File: src/rtl/lsu_pkg.sv
// Shared types and constants for the load/store memory master.
package lsu_pkg;

    typedef enum logic {
        OP_LOAD = 1'b0,
        OP_FILL = 1'b1
    } op_e;

    typedef enum logic [1:0] {
        S_IDLE,
        S_LOAD,
        S_FILL,
        S_DONE
    } state_e;

    localparam int MAX_BURST     = 16;
    localparam int MEM_DEPTH_DEF = 1024;
    localparam int IDX_W         = $clog2(MAX_BURST + 1);

    // Zero-length requests still move one word; oversized ones saturate.
    function automatic logic [IDX_W-1:0] eff_len(input logic [31:0] len);
        if (len == 32'd0)
            return IDX_W'(1);
        else if (len > 32'(MAX_BURST))
            return IDX_W'(MAX_BURST);
        else
            return IDX_W'(len);
    endfunction

endpackage

File: src/rtl/lsu_resp_fifo.sv
// Two-entry load-response buffer; head is valid whenever count_o is non-zero.
// A same-cycle push and pop leave the count unchanged.
module lsu_resp_fifo (
    input  logic        clk,
    input  logic        rst,
    input  logic        push_i,
    input  logic [31:0] push_data_i,
    input  logic        pop_i,
    output logic [31:0] head_o,
    output logic [1:0]  count_o
);

    logic [31:0] mem_q [2];
    logic        wr_ptr_q;
    logic        rd_ptr_q;
    logic [1:0]  count_q;

    always_ff @(posedge clk or posedge rst) begin
        if (rst) begin
            wr_ptr_q <= 1'b0;
            rd_ptr_q <= 1'b0;
            count_q  <= 2'd0;
        end else begin
            if (push_i)
                wr_ptr_q <= ~wr_ptr_q;
            if (pop_i)
                rd_ptr_q <= ~rd_ptr_q;
            count_q <= count_q + {1'b0, push_i} - {1'b0, pop_i};
        end
    end

    always_ff @(posedge clk) begin
        if (push_i)
            mem_q[wr_ptr_q] <= push_data_i;
    end

    assign head_o  = mem_q[rd_ptr_q];
    assign count_o = count_q;

endmodule

File: src/rtl/lsu_mem_master.sv
// Burst load/fill initiator for the synchronous data memory; first load word 3 cycles after accept.
// Reads stall when two words are buffered or in flight. LSU_BOUNDS_CHECK_EN enables range rejection.
module lsu_mem_master
    import lsu_pkg::*;
#(
    parameter int MEM_DEPTH = MEM_DEPTH_DEF,
    parameter int ADDR_W    = 32,
    parameter int LEN_W     = 5
) (
    input  logic                clk,
    input  logic                rst,
    input  logic                req_valid,
    output logic                req_ready,
    input  logic                req_op,
    input  logic [ADDR_W-1:0]   req_addr,
    input  logic [LEN_W-1:0]    req_len,
    input  logic [31:0]         req_wdata,
    output logic                resp_valid,
    input  logic                resp_ready,
    output logic signed [31:0]  resp_data,
    output logic                done,
    output logic                err,
    output logic [ADDR_W-1:0]   mem_addr,
    output logic [31:0]         mem_wrData,
    output logic                mem_wrMem,
    output logic                mem_rdMem,
    input  logic signed [31:0]  mem_rdData
);

    localparam int AW1 = ADDR_W + 1;

    if (MEM_DEPTH < 1 || LEN_W > 32) begin : g_bad_cfg
        $error("lsu_mem_master: MEM_DEPTH must be positive and LEN_W at most 32");
    end

    state_e            state_q;
    logic [ADDR_W-1:0] base_q;
    logic [IDX_W-1:0]  len_q;
    logic [IDX_W-1:0]  idx_q;
    logic [31:0]       wdata_q;
    logic              inflight_q;

    logic [IDX_W-1:0]  req_len_eff;
    logic              req_bad;
    logic              accept;
    logic              pop;
    logic              issue;
    logic              load_last;
    logic [2:0]        occ;
    logic [1:0]        fifo_cnt;
    logic [31:0]       fifo_head;

    assign req_len_eff = eff_len(32'(req_len));
    assign req_ready   = (state_q == S_IDLE);
    assign accept      = req_ready && req_valid;

    assign resp_valid = (fifo_cnt != 2'd0);
    assign resp_data  = resp_valid ? $signed(fifo_head) : 32'sd0;
    assign pop        = resp_valid && resp_ready;

    // Words in the buffer plus the read still in the memory pipeline, net of this cycle's pop.
    assign occ   = {1'b0, fifo_cnt} + {2'b0, inflight_q} - {2'b0, pop};
    assign issue = (state_q == S_LOAD) && (idx_q < len_q) && (occ < 3'd2);

    assign load_last = (state_q == S_LOAD) && (idx_q == len_q) && !inflight_q
                       && (fifo_cnt == {1'b0, pop});

    assign mem_wrMem  = (state_q == S_FILL);
    assign mem_rdMem  = issue;
    assign mem_addr   = (mem_wrMem || mem_rdMem) ? base_q + ADDR_W'(idx_q) : '0;
    assign mem_wrData = mem_wrMem ? wdata_q : '0;
    assign done       = (state_q == S_DONE);

`ifdef LSU_BOUNDS_CHECK_EN
    logic [AW1-1:0] last_addr;
    logic           err_q;

    // One extra bit catches wrap past the top of the address space.
    assign last_addr = {1'b0, req_addr} + AW1'(req_len_eff) - AW1'(1);
    assign req_bad   = (last_addr >= AW1'(MEM_DEPTH));

    always_ff @(posedge clk or posedge rst) begin
        if (rst)
            err_q <= 1'b0;
        else
            err_q <= accept && req_bad;
    end

    assign err = err_q;
`else
    assign req_bad = 1'b0;
    assign err     = 1'b0;
`endif

    always_ff @(posedge clk or posedge rst) begin
        if (rst) begin
            state_q    <= S_IDLE;
            base_q     <= '0;
            len_q      <= '0;
            idx_q      <= '0;
            wdata_q    <= '0;
            inflight_q <= 1'b0;
        end else begin
            inflight_q <= issue;
            case (state_q)
                S_IDLE: begin
                    if (accept) begin
                        base_q  <= req_addr;
                        len_q   <= req_len_eff;
                        wdata_q <= req_wdata;
                        idx_q   <= '0;
                        if (req_bad)
                            state_q <= S_DONE;
                        else if (req_op == OP_FILL)
                            state_q <= S_FILL;
                        else
                            state_q <= S_LOAD;
                    end
                end
                S_FILL: begin
                    idx_q <= idx_q + IDX_W'(1);
                    if (idx_q == len_q - IDX_W'(1))
                        state_q <= S_DONE;
                end
                S_LOAD: begin
                    if (issue)
                        idx_q <= idx_q + IDX_W'(1);
                    if (load_last)
                        state_q <= S_DONE;
                end
                S_DONE:  state_q <= S_IDLE;
                default: state_q <= S_IDLE;
            endcase
        end
    end

    lsu_resp_fifo u_resp_fifo (
        .clk         (clk),
        .rst         (rst),
        .push_i      (inflight_q),
        .push_data_i (mem_rdData),
        .pop_i       (pop),
        .head_o      (fifo_head),
        .count_o     (fifo_cnt)
    );

endmodule

File: config.mk
export PLATFORM = sky130hd
export DESIGN_NAME = lsu_mem_master
export DESIGN_NICKNAME = d
export VERILOG_FILES = /design/src/rtl/lsu_pkg.sv /design/src/rtl/lsu_resp_fifo.sv /design/src/rtl/lsu_mem_master.sv
export SDC_FILE = /design/constraint.sdc
export NUM_CORES = 1
export LEC_CHECK = 0
export ABC_CLOCK_PERIOD_IN_PS = 3460
export CAP_MARGIN = 20
export CORE_AREA = 4 4 135 137
export DETAILED_ROUTE_END_ITERATION = 6
export DIE_AREA = 0 0 139 141
export PLACE_DENSITY = 0.75
export SYNTH_ARGS = -nofsm -noshare
export SYNTH_HDL_FRONTEND = slang
export SYNTH_HIERARCHICAL = 1
export SYNTH_SLANG_ARGS = --single-unit
File: constraint.sdc
create_clock -name clk -period 3.46 [get_ports clk]
set_input_delay 0.692 -clock clk [delete_from_list [all_inputs] [get_ports clk]]
set_output_delay 0.692 -clock clk [all_outputs]
set_load 0.02 [all_outputs]
==> results.py <==
metrics = {
    "setup_path": {
        "reg2reg_from": "u_resp_fifo/count_o[0]",
        "endpoint": "mem_addr[29]",
        "r2r-end": "idx_q[4]",
        "path_cells": "clkdlybuf4s15_1, nor2b_4, ha_4, nand2b_4, fa_1, nand2_1, a2111o_1, nor2_4, nor2_4, buf_6, a21oi_4, buf_6",
        "required_ns": 2.77,
        "ff2ff_path_depth": 11,
        "r2r_setup_slack_ns": 0.58,
        "crit_fanout": 7,
        "crit_arrival_ns": 3.14,
        "crit_path_start_kind": "input port",
        "startpoint": "resp_ready",
        "worstSetupEndpointType": "output pin",
        "cpMaxStageDelayCell": "fa_1",
        "crit_type": "in -> out",
        "max_stage_delay_ns": 0.50,
    },
    "clock_network": {
        "clk_latency_ns": 0.41,
        "cts_num_sinks": 145,
        "path_clk_slew_ns": 0.06,
        "cts_made_buffers": 17,
        "clk_root_buffer_cell": "clkbuf_16",
        "cts_hold_buf": 0,
        "cts_tree": "done",
        "htreeDepth": 4,
        "cts.path.max_buffers": 2,
    },
    "final_layout": {
        "layout_commonest_cell": "clkdlybuf4s50_1",
        "synthToLayoutAreaGrowth_pct": 46.78,
        "fill_cells": 1318,
        "postLayoutCoreUtil_pct": 63.39,
        "stdcell_count": 1044,
        "drive_gt1_share_pct": 29.79,
        "n_antenna_cell": 0,
        "multi_input_area_um2": 3490,
        "regArea_um2": 3953,
        "num-nets-final": 933,
        "layout_common_cells": "clkdlybuf4s50_1, dfrtp_1, mux2_2",
        "final_area_um2": 10810,
    },
    "power": {
        "leakage_nw": 4.268,
        "total_power_mw": 10.30,
        "powerDensity_nw_per_um2": 952.9,
        "max-vdd-ir-drop_v": 0.0007086,
    },
    "synth": {
        "synth_top_area_share_pct": 27.52,
        "ys_ff_latch": 145,
        "yosys.area.top_type": "dfrtp_1",
        "syn-num-nets": 701,
        "synth-async-reset-ratio_pct": 55.86,
        "ys_types": 54,
        "yosysWarningCount": 6,
        "synth-main-ff-cell": "dfrtp_1",
        "yosysSeqAreaShare_pct": 53.61,
        "synth-edff-count": 64,
        "ys_top_cells_by_area": "dfrtp_1, edfxtp_1, mux2_2",
        "syn_avg_cell_area_um2": 12.83,
        "synthesis.area_um2": 7366,
        "syn_inst": 574,
    },
    "die": {
        "num_rows": 48,
        "coreArea_um2": 17060,
        "dieArea_um2": 19600,
        "fp.dieW_um": 139,
        "fp.dieH_um": 141,
        "initial_core_util_pct": 43.19,
        "io_pins": 208,
    },
    "placed_design": {
        "place_congestion": 0.8202,
        "placedInstanceArea_um2": 10090,
        "portBuffers": 206,
        "hpwl_um": 13070,
        "dp_cells": 1008,
    },
    "timing": {
        "min_period_ns": 3.833,
        "slew_violations": 0,
        "fin_crit_sh_pct": 110.8,
        "final_hold_viol_count": 0,
        "setup_viol": 33,
        "fin_skew_ns": 0.006386,
        "fin_setup_tns_ns": -10.00,
        "tightest_slew_ns": 0.6623,
        "rsz0062_at_grt": "yes",
        "fmax_ghz": 0.2609,
        "setup_ws_ns": -0.3731,
        "relSlewSlack_pct": 55.58,
    },
    "global_route": {
        "grt_use_total_pct": 18.72,
        "grt_pass1_wl_um": 29440,
        "grt-ovfl-total": 0,
        "grt_antenna_before_repair": 0,
        "grt_pass1_vias": 5679,
        "grt_start_max_net_pins": 50,
    },
    "routing": {
        "routed_wl_um": 18300,
        "post-route-drc-count": 0,
        "route.vias.total": 5304,
        "drtIter0Drc": 263,
        "viasPerCell": 5.080,
        "ant_nets": 0,
        "firstDrtPassIters": 4,
        "wl_per_cell_um": 17.53,
    },
    "outcome": {
        "failed_checks": "negative setup slack",
        "status": "finished with violations",
    },
    "min_path": {
        "hp-class": "reg -> reg",
    },
    "run": {
        "drv_cap": 0,
    },
}
-- what timing repair did --
action | 4_1_cts | 5_1_grt
gates resized for setup | 205 | 12
setup buffers | 2 | 1
cloned | 1 | 0
endpoints found under the setup margin | 33 | 33
pin swaps | 30 | 8
-- worst min-delay path by stage --
stage	startpoint	endpoint	slack, ns	cells after the start
global route	wdata_q[9]	wdata_q[9]	0.51	1
global placement	wdata_q[29]	wdata_q[29]	0.48	1
detailed placement	wdata_q[4]	wdata_q[4]	0.49	1
finish	wdata_q[12]	wdata_q[12]	0.50	1
floorplan	rst	u_resp_fifo/count_o[0]	0.46	1
CTS	wdata_q[4]	wdata_q[4]	0.50	1
-- kinds of logic (layout without fill, tap and decap cells) --
group           after synthesis  after routing  share of synthesized area (%)
mux                         102            102                          16.99
compound gates               49             49                          4.841
flops                       145            145                          53.61
xor+xnor                     31             31                          3.890
other cells                   1              1                        0.05091
fa+ha+maj                    21             21                          3.771
simple gates                178            179                          13.49
buf+inv                      47            291                          3.363
-- cell type report --
class	count	share of cell area, %
flip-flops and latches	145	36.56
multi-input cells	383	32.28
repair buffers	239	22.58
clock buffers	18	3.969
well taps	225	2.604
clock inverters	14	1.308
inverters	20	0.7059
-- where the power goes --
| group | total (mW) | internal (mW) | leakage, nW | switching (mW) |
|---|---|---|---|---|
| sequential | 2.88 | 2.41 | 1.55 | 0.473 |
| clock | 1.77 | 1.06 | 0.275 | 0.716 |
| combinational | 5.65 | 2.80 | 2.45 | 2.84 |
-- metal layers --
metal  vias to the layer above  wire [µm]  global-route usage [%]
li1                       2504          -                       -
met1                      2586       7895                   24.00
met2                       197       8662                   30.30
met3                        17       1522                   6.682
met4                         0        223                   5.149
met5                         -          0                       0
-- critical path: cells and delay by family --
family          cells  cell delay (ns)
compound gates      2             0.53
buf+inv             3             0.49
fa+ha+maj           2             0.71
simple gates        5             0.72
-- cells in the mapped netlist (all sizes together) (7+ instances only) --
master / n
mux2: 97
dfrtp: 81
edfxtp: 64
nor2b: 39
nor2: 36
and2: 34
xor2: 26
inv: 20
nand2: 20
ha: 19
clkbuf: 18
o21ai: 16
nand4: 13
buf: 9
nor3: 7
o2111ai: 7
-- flip-flops by register name, indices dropped and copies added (netlist names) --
name / count
base_q: 32
wdata_q: 32
len_q: 5
state_q: 2
u_resp_fifo/rd_ptr_q: 1
u_resp_fifo/mem_q: 64
u_resp_fifo/wr_ptr_q: 1
inflight_q: 1
u_resp_fifo/count_o: 2
idx_q: 5
-- metrics by stage --
step           setup WS [ns]  hold slack [ns]
2_1_floorplan        -0.1267           0.4555
3_3_place_gp         -0.9947           0.4790
3_5_place_dp          -1.117           0.4864
4_1_cts              -0.4828           0.5001
5_1_grt              -0.4924           0.5066
6_report             -0.3731           0.4958
No activity file was read; power rests on OpenSTA's default activity.
